==> config.mk <==
export PLATFORM = sky130hd
export DESIGN_NAME = filt_ctrl_sched_flat
export DESIGN_NICKNAME = d
export VERILOG_FILES = /design/src/rtl/video_pkg.sv /design/src/rtl/vid_sideband_if.sv /design/src/rtl/sof_watchdog.sv /design/src/rtl/filt_ctrl_sched.sv /design/src/flat_wrapper.sv
export SDC_FILE = /design/constraint.sdc
export NUM_CORES = 1
export LEC_CHECK = 0
export BUFFER_PORTS_ARGS = -buffer_cell sky130_fd_sc_hd__buf_4
export CORE_AREA = 8 8 67 75
export CTS_BUF_LIST = sky130_fd_sc_hd__clkbuf_4 sky130_fd_sc_hd__clkbuf_8
export CTS_CLUSTER_DIAMETER = 50
export DETAILED_ROUTE_END_ITERATION = 12
export DIE_AREA = 0 0 75 83
export PLACE_DENSITY = 0.8
export SKIP_CTS_REPAIR_TIMING = 1
export SLEW_MARGIN = 25
export SYNTH_ARGS = -nofsm -noshare
export SYNTH_HDL_FRONTEND = slang
export SYNTH_HIERARCHICAL = 1
export SYNTH_SLANG_ARGS = --single-unit
==> constraint.sdc <==
create_clock -name clk -period 2.33 [get_ports clk]
set_input_delay 0.233 -clock clk [delete_from_list [all_inputs] [get_ports clk]]
set_output_delay 0.233 -clock clk [all_outputs]
set_load 0.005 [all_outputs]
==> src/rtl/video_pkg.sv <==
`default_nettype none
// ---------------------------------------------------------------------------
// video_pkg : shared greyscale-filter ctrl type and scheduler state encoding
// Rev 1.0
// ---------------------------------------------------------------------------
package video_pkg;

   typedef struct packed {
      logic sel709;
      logic en;
   } filt_ctrl_t;

   typedef enum logic [1:0] {
      IDLE = 2'd0,
      PEND = 2'd1,
      HOLD = 2'd2
   } sched_state_t;

endpackage
`default_nettype wire

==> src/rtl/vid_sideband_if.sv <==
`default_nettype none
// ---------------------------------------------------------------------------
// vid_sideband_if : video stream sideband (frame start marker)
// Rev 1.0
// ---------------------------------------------------------------------------
interface vid_sideband_if;
   logic sof;

   modport source (output sof);
   modport sink   (input  sof);
endinterface
`default_nettype wire

==> src/rtl/sof_watchdog.sv <==
`default_nettype none
// ---------------------------------------------------------------------------
// sof_watchdog : flags a missing sof after TIMEOUT_CYC cycles of waiting
// Rev 1.0
// ---------------------------------------------------------------------------
module sof_watchdog #(
   parameter int TOW         = 24,
   parameter int TIMEOUT_CYC = 2000000
) (
   input  logic clk,
   input  logic rst_n,
   input  logic en,
   input  logic clr,
   output logic expire
);

   localparam logic [TOW-1:0] c_limit = TOW'(TIMEOUT_CYC - 1);

   logic [TOW-1:0] r_cnt;

   always_ff @(posedge clk or negedge rst_n) begin
      if (!rst_n) begin
         r_cnt <= '0;
      end else if (!en || clr) begin
         r_cnt <= '0;
      end else if (r_cnt != c_limit) begin
         r_cnt <= r_cnt + TOW'(1);
      end
   end

   assign expire = en && !clr && (r_cnt == c_limit);

endmodule
`default_nettype wire

==> src/rtl/filt_ctrl_sched.sv <==
`default_nettype none
// ---------------------------------------------------------------------------
// filt_ctrl_sched : frame-aligned ctrl commit/override scheduler for the
// greyscale filter; optional sof watchdog under FILT_SCHED_TIMEOUT_EN
// Rev 1.0
// ---------------------------------------------------------------------------
module filt_ctrl_sched
   import video_pkg::*;
#(
   parameter int FCW         = 16,
   parameter int TOW         = 24,
   parameter int TIMEOUT_CYC = 2000000
) (
   input  logic             clk,
   input  logic             rst_n,
   input  logic             cfg_valid,
   output logic             cfg_ready,
   input  logic [1:0]       cfg_ctrl,
   input  logic [7:0]       cfg_frames,
   vid_sideband_if.sink     sb_mon,
   output logic [1:0]       ctrl_out,
   output logic             commit,
   output logic [FCW-1:0]   frame_cnt,
   output logic             busy
`ifdef FILT_SCHED_TIMEOUT_EN
   ,
   output logic             timeout
`endif
);

   sched_state_t   r_state, w_state_nx;
   filt_ctrl_t     r_ctrl, w_ctrl_nx;
   filt_ctrl_t     r_base, w_base_nx;
   filt_ctrl_t     r_shadow_ctrl;
   logic [7:0]     r_shadow_frames;
   logic [7:0]     r_rem, w_rem_nx;
   logic           r_commit, w_commit_nx;
   logic [FCW-1:0] r_frame_cnt;

   logic w_accept;
   logic w_trig;
   logic w_tmo_fire;

   assign cfg_ready = (r_state != PEND);
   assign w_accept  = cfg_valid && cfg_ready;

`ifdef FILT_SCHED_TIMEOUT_EN
   logic r_timeout;

   sof_watchdog #(
      .TOW         (TOW),
      .TIMEOUT_CYC (TIMEOUT_CYC)
   ) u_sof_watchdog (
      .clk    (clk),
      .rst_n  (rst_n),
      .en     (r_state == PEND),
      .clr    (sb_mon.sof || w_accept),
      .expire (w_tmo_fire)
   );

   always_ff @(posedge clk or negedge rst_n) begin
      if (!rst_n) begin
         r_timeout <= 1'b0;
      end else begin
         r_timeout <= w_tmo_fire;
      end
   end

   assign timeout = r_timeout;
`else
   localparam int c_unused_wd = TOW + TIMEOUT_CYC;
   assign w_tmo_fire = 1'b0;
`endif

   // A forced timeout commit behaves exactly like a sof while pending.
   assign w_trig = sb_mon.sof || w_tmo_fire;

   always_comb begin
      w_state_nx  = r_state;
      w_ctrl_nx   = r_ctrl;
      w_base_nx   = r_base;
      w_rem_nx    = r_rem;
      w_commit_nx = 1'b0;
      case (r_state)
         IDLE: begin
            if (w_accept) begin
               w_state_nx = PEND;
            end
         end
         PEND: begin
            if (w_trig) begin
               w_commit_nx = 1'b1;
               w_ctrl_nx   = r_shadow_ctrl;
               if (r_shadow_frames == 8'd0) begin
                  w_base_nx  = r_shadow_ctrl;
                  w_state_nx = IDLE;
               end else begin
                  w_rem_nx   = r_shadow_frames;
                  w_state_nx = HOLD;
               end
            end
         end
         HOLD: begin
            // A new request abandons the override; ctrl_out waits for its commit.
            if (w_accept) begin
               w_state_nx = PEND;
               w_rem_nx   = 8'd0;
            end else if (sb_mon.sof) begin
               if (r_rem == 8'd1) begin
                  w_ctrl_nx   = r_base;
                  w_commit_nx = 1'b1;
                  w_rem_nx    = 8'd0;
                  w_state_nx  = IDLE;
               end else begin
                  w_rem_nx = r_rem - 8'd1;
               end
            end
         end
         default: begin
            w_state_nx = IDLE;
         end
      endcase
   end

   always_ff @(posedge clk or negedge rst_n) begin
      if (!rst_n) begin
         r_state         <= IDLE;
         r_ctrl          <= '0;
         r_base          <= '0;
         r_shadow_ctrl   <= '0;
         r_shadow_frames <= 8'd0;
         r_rem           <= 8'd0;
         r_commit        <= 1'b0;
         r_frame_cnt     <= '0;
      end else begin
         r_state  <= w_state_nx;
         r_ctrl   <= w_ctrl_nx;
         r_base   <= w_base_nx;
         r_rem    <= w_rem_nx;
         r_commit <= w_commit_nx;
         if (w_accept) begin
            r_shadow_ctrl   <= filt_ctrl_t'(cfg_ctrl);
            r_shadow_frames <= cfg_frames;
         end
         if (sb_mon.sof) begin
            r_frame_cnt <= r_frame_cnt + FCW'(1);
         end
      end
   end

   assign ctrl_out  = r_ctrl;
   assign commit    = r_commit;
   assign frame_cnt = r_frame_cnt;
   assign busy      = (r_state != IDLE);

endmodule
`default_nettype wire

==> src/flat_wrapper.sv <==
// flat-port wrapper written by rule: the top's interface ports become plain ports
module filt_ctrl_sched_flat import video_pkg::*;
#(
   parameter int FCW         = 16,
   parameter int TOW         = 24,
   parameter int TIMEOUT_CYC = 2000000
)
  (clk, rst_n, cfg_valid, cfg_ready, cfg_ctrl, cfg_frames, ctrl_out, commit, frame_cnt, busy, sb_mon_sof);
  vid_sideband_if sb_mon_i ();
  input  logic clk;
  input  logic rst_n;
  input  logic cfg_valid;
  output logic cfg_ready;
  input  logic [1:0] cfg_ctrl;
  input  logic [7:0] cfg_frames;
  output logic [1:0] ctrl_out;
  output logic commit;
  output logic [FCW-1:0] frame_cnt;
  output logic busy;
  input wire logic [$bits(sb_mon_i.sof)-1:0] sb_mon_sof;
  assign sb_mon_i.sof = sb_mon_sof;
  filt_ctrl_sched #(.FCW(FCW), .TOW(TOW), .TIMEOUT_CYC(TIMEOUT_CYC)) u_core (.clk(clk), .rst_n(rst_n), .cfg_valid(cfg_valid), .cfg_ready(cfg_ready), .cfg_ctrl(cfg_ctrl), .cfg_frames(cfg_frames), .sb_mon(sb_mon_i), .ctrl_out(ctrl_out), .commit(commit), .frame_cnt(frame_cnt), .busy(busy));
endmodule
# After elaboration in Yosys (flattened, before gate mapping)

Cells that the tools add are included.

Bits in registers: 41
Output and inout bits: 21
Logic and storage cells: 57

Equality and inequality tests: 12
Mux-type cells: 23
$add $sub $neg: 2
Reductions and logical operators: 9

Operators with widths:

| operator                                              | number |
|---|---|
| 2-to-1 mux 8 bit                                      | 5 |
| 2-to-1 mux 2 bit                                      | 10 |
| adder 16 x 1 -> 16 bit, second input constant         | 1 |
| one-hot mux 8 bit (2 select lines)                    | 1 |
| == test 8 x 1 -> 1 bit, second input constant         | 1 |
| zero test 8 bit                                       | 1 |
| inequality test 2 bit, second input constant          | 4 |
| AND reduction 4 bit                                   | 2 |
| subtractor 8 x 1 -> 8 bit, second input constant      | 1 |
| inequality test 2 x 1 -> 1 bit, second input constant | 3 |
| one-hot mux 2 bit (3 select lines)                    | 1 |
| AND reduction 5 bit                                   | 1 |
| 2-to-1 mux 1 bit                                      | 4 |
| one-hot mux 2 bit (2 select lines)                    | 1 |
| nonzero test 2 bit                                    | 2 |
| inequality test 3 x 1 -> 1 bit, second input constant | 1 |
| inequality test 3 x 2 -> 1 bit, second input constant | 1 |
| AND reduction 3 bit                                   | 1 |
| == test 2 x 1 -> 1 bit, second input constant         | 1 |
| == test 2 bit, second input constant                  | 1 |
| zero test 2 bit                                       | 1 |
| one-hot mux 1 bit (2 select lines)                    | 1 |
| logical AND 1 bit                                     | 1 |

# Logic depth before layout (Yosys ltp)

Word-level depth: 5
Mapped depth: 7

# Worst setup path before layout

OpenSTA, ideal clock, no wires.

Path kind: flip-flop to flip-flop
From: reg u_core.r_state[0]
To: reg u_core.r_rem[0]
Stages on the path, launching flop included: 8
Required time: 2.205 ns
Slack: 0.474 ns
Arrival: 1.731 ns
Setup time: 0.125 ns
Cell sequence: dfrtp_1 > inv_1 > ha_1 > inv_1 > nor3_1 > or2_1 > buf_2 > mux2_4

Word-level cells in the longest chain between the ends: 4
Elaborated cells on any way between the ends: 11
Those cells by class: 6 x eq/ne; 2 x mux; 3 x reduce/logical

Ends and longest elaborated chain:

| item                                                                                       | RTL line               | source |
|---|---|---|
| start: declaration                                                                         | filt_ctrl_sched.sv:31  | `sched_state_t r_state, w_state_nx;` |
| start signal: assignment                                                                   | filt_ctrl_sched.sv:136 | `r_state <= w_state_nx;` |
| inequality test 2 x 1 -> 1 bit                                                             | filt_ctrl_sched.sv:44  | `assign cfg_ready = (r_state != PEND);` |
| logical AND 1 bit                                                                          | filt_ctrl_sched.sv:45  | `assign w_accept = cfg_valid && cfg_ready;` |
| inequality test 3 x 2 -> 1 bit (no source line) or 2-to-1 mux 8 bit (tied branches)        | -                      |  |
| AND reduction 4 bit (no source line) or one-hot mux 8 bit (2 select lines) (tied branches) | -                      |  |
| end signal: assignment                                                                     | filt_ctrl_sched.sv:139 | `r_rem <= w_rem_nx;` |
| end: declaration                                                                           | filt_ctrl_sched.sv:36  | `logic [7:0] r_rem, w_rem_nx;` |

Parallel ways exist; a longest one is shown, timed or not.
A chain may end at the register's enable or synchronous reset.

# Worst setup path in the final report

From: reg u_core.r_state[0]
To: reg u_core.r_rem[4]

The elaborated chain is that of the path after synthesis.

==> metrics.md <==
| Metric | Value |
|---|---|
| Status | completed |
| Syn. warnings | 6 |
| Period utilization | 0.863 |
| Setup Viol. Count Final | 0 |
| Compound-Gate Fraction of Synth Area | 0.113 |
| Post-route cell area | about 2600 sq um |
| Critical path data required time | 2.52 ns |
| Worst relative slew slack | 0.613 |
| Seq cells post-synth | 41 |
| Post-synth EDFFs | 0 |
| HP Class | in -> reg |
| Worst-skew pair later-pin latency | 0.29 ns |
| Final min period | 2.01 ns |
| Crit-path max cell delay | approximately 0.40 ns |
| Post-Layout Cell Count | 301 |
| Antenna diode count | 0 |
| I/O pin count | 35 |
| Initial Utilization | 0.561 |
| Worst reg2reg endpoint | u_core/r_rem[4]$_DFFE_PN0P_ |
| Cell count after synthesis | ~210 |
| RSZ-0062 raised after global routing | no |
| Post-synth top flop | dfrtp_1 |
| Initial antenna violation count | 0 |
| Total routed wirelength | between 4000 and 5000 microns |
| Clock tree from TritonCTS | built |
| Clock sinks | 41 |
| Max clock buf depth | 2 |
| DR WL met2 | 2150 microns |
| TNS Setup | 0 ns |
| Reg2reg path depth | 7 |
| Total track usage | 0.151 |
| Max cap viols | 0 |
| Slew Limit Fails | 0 |
| Inst Count DP | 292 |
| # port buffers | 34 |
| Crit path from | u_core/r_state[0]$_DFFE_PN0P_ |
| Met3 wire length | between 300 and 400 microns |
| Global route total overflow | 0 |
| Wire per inst | 14.4 microns |
| Reg2Reg Setup Slack | 0.32 ns |
| Register area share after synthesis | 0.479 |
| Max Clock Skew | 0.00627 ns |
| Slowest stage cell, crit path | dfrtp_1 |
| Drt pass-1 iters | 4 |
| Worst hold slack | 0.122 ns |
| Die W | 75 microns |
| Worst setup path class | reg -> reg |
| Crit path buf inv count | 3 |
| Clock root cell | clkbuf_8 |
| Combinational family with the most area after synthesis | simple AND/OR/NAND/NOR gates |
| CP cell instances | inv_1 -> ha_1 -> inv_1 -> nor3_1 -> buf_4 -> o221ai_1 -> a22o_1 |
| Area Overhead vs Synth | 20.1% |
| Cell family with most CP delay | buffers and inverters |
| Fmax | 497 MHz |
| Hold EP | u_core/r_shadow_frames[3]$_DFFE_PN0P_ |
| Synthesized area | 2140 sq um |
| Yosys cell types | 42 |
| Layout cell share with drive strength beyond 1 | 0.277 |
| Pleak | 1.24 nW |
| Row Count | 24 |
| Power Dens Cells | 1130 nW/um^2 |
| Placeable Area | roughly 3800 sq um |
| Ys async rst share | 1.00 |
| First-pass GRT wire length | 7510 microns |
| # DRC | 0 |
| Cell Area, Placed | approximately 2500 sq um |
| Synth Area in Simple Gates | 0.219 |
| Crit start category | flip-flop |
| Top Layer Used | met4 |
| Post-route ant nets | 0 |
| Metal1 wirelength | 1820 microns |
| HP Start | cfg_frames[3] |
| Fillers | ~320 |
| Crit path max fanout | 11 |
| Die height | 83 microns |
| Vias/cell | roughly 5.5 |
| Synth Area in XOR/XNOR | 0.0614 |
| Mux cell area share after synthesis | 0.0561 |
| CP Capture Type | flip-flop |
| First-iteration detailed-routing DRC count | 69 |
| Post-Synth Adder-Cell Area | 0.0409 |
| Largest net degree at the start of global routing | 42 |
| Vias in the first global route | 1,649 |
| RR Startpoint | u_core/r_state[0]$_DFFE_PN0P_ |
| Most Frequent Cell on Critical Path | inv_1 |
| Final Hold Fails | 0 |
| Via count | 1,667 |
| Worst hold path depth | 3 |
| Worst-path clk slew | approximately 0.08 ns |
| Peak supply drop | 0.624 mV |
| Synthesized net count | 227 |
| Syn avg cell area | 10.4 sq um |
| WP data arrival | roughly 2.2 ns |
| Die area | 6230 sq um |
| Fin nets | around 270 |
| Worst-margin pin slew | 0.575 ns |
| H-tree levels | 2 |
| TritonCTS Buffers | 5 |
| Routability cong. | about 0.9 |
| Hpwl dp | 3240 microns |
-- flip-flops by register name, indices dropped and copies added (netlist names) --
signal,count
u_core/r_state,2
u_core/r_shadow_ctrl,2
u_core/commit,1
u_core/r_base,2
u_core/r_shadow_frames,8
u_core/frame_cnt,16
u_core/r_rem,8
u_core/ctrl_out,2
-- power breakdown --
group	switching, mW	leakage (nW)	internal [mW]	total (mW)
clock network	0.241	0.0439	0.207	0.448
logic	0.590	0.665	0.645	1.24
registers	0.287	0.528	0.948	1.24
total	1.12	1.24	1.80	2.92
-- layout make-up --
type,count,area (sq um),share of cell area
Multi-Input combinational cell,150,1050,0.408
Sequential cell,41,1030,0.399
Timing Repair Buffer,41,310,0.121
Clock buffer,5,68.8,0.0268
Tap cell,52,65.1,0.0253
Inverter,9,33.8,0.0131
Clock inverter,3,17.5,0.00681
-- worst reg2reg max path: stages (launching register included) --
cell and delay (ns):
dfrtp_1 0.40, inv_1 0.11, ha_1 0.38, inv_1 0.12
nor3_1 0.29, buf_4 0.20, o221ai_1 0.15, a22o_1 0.25
-- layer usage --
metal / track usage / vias to the layer above
met4: 0.0446 / 0
met1: 0.179 / 796
met5: 0 / -
met3: 0.0493 / 5
li1: - / 809
met2: 0.246 / 57
-- cell usage after synthesis (5+ instances only) --
| cell | instances | area (sq um) |
|---|---|---|
| a22o_1 | 6 | 52.6 |
| dfrtp_1 | 41 | 1030 |
| ha_1 | 7 | 87.6 |
| inv_1 | 9 | 33.8 |
| mux2_2 | 7 | 78.8 |
| nand2_1 | 44 | 165 |
| nor2_1 | 9 | 33.8 |
| nor3_1 | 5 | 25.0 |
| o22ai_1 | 6 | 37.5 |
| o2bb2ai_1 | 5 | 43.8 |
| xnor2_1 | 8 | 70.1 |
| xor2_1 | 7 | 61.3 |
-- through the flow --
stage               utilization  worst slack [ns]  total power [mW]
floorplan                     -             0.474              2.03
global placement          0.649             0.388              2.44
detailed placement        0.649             0.365              2.48
CTS                       0.672             0.345              2.94
global route              0.674             0.159              3.15
finish                    0.674             0.319              2.92
-- cell families after synthesis --
group                    count (synthesis)
AND/OR/NAND/NOR                         87
flip-flops                              41
multiplexers                            10
buffers and inverters                   15
adder cells (fa/ha/maj)                  7
XOR/XNOR                                15
AO/OA/AOI/OAI                           31
-- layout by cell type, fill, tap and decap left out, types with 3 or more instances in the layout --
cell type	Yosys	routed
nand2_1	44	44
dfrtp_1	41	41
buf_4	0	40
inv_1	9	9
nor2_1	9	9
xnor2_1	8	8
xor2_1	7	7
mux2_2	7	7
ha_1	7	7
o22ai_1	6	6
a22o_1	6	6
clkbuf_8	0	5
nor3_1	5	5
o2bb2ai_1	5	5
nand4_1	4	4
o21ai_0	4	4
nor2b_1	3	3
and3_1	3	3
-- worst max path at each step --
stage	end	slack (ns)	depth (start not counted)
after floorplan	u_core/r_rem[0]$_DFFE_PN0P_	0.47	7
after global placement	u_core/r_state[1]$_DFFE_PN0P_	0.39	4
after detailed placement	u_core/r_rem[0]$_DFFE_PN0P_	0.36	6
after CTS	u_core/r_state[1]$_DFFE_PN0P_	0.35	4
after global routing	u_core/r_rem[1]$_DFFE_PN0P_	0.16	6
final	u_core/r_rem[4]$_DFFE_PN0P_	0.32	7
(Power assumes the default switching activity.)
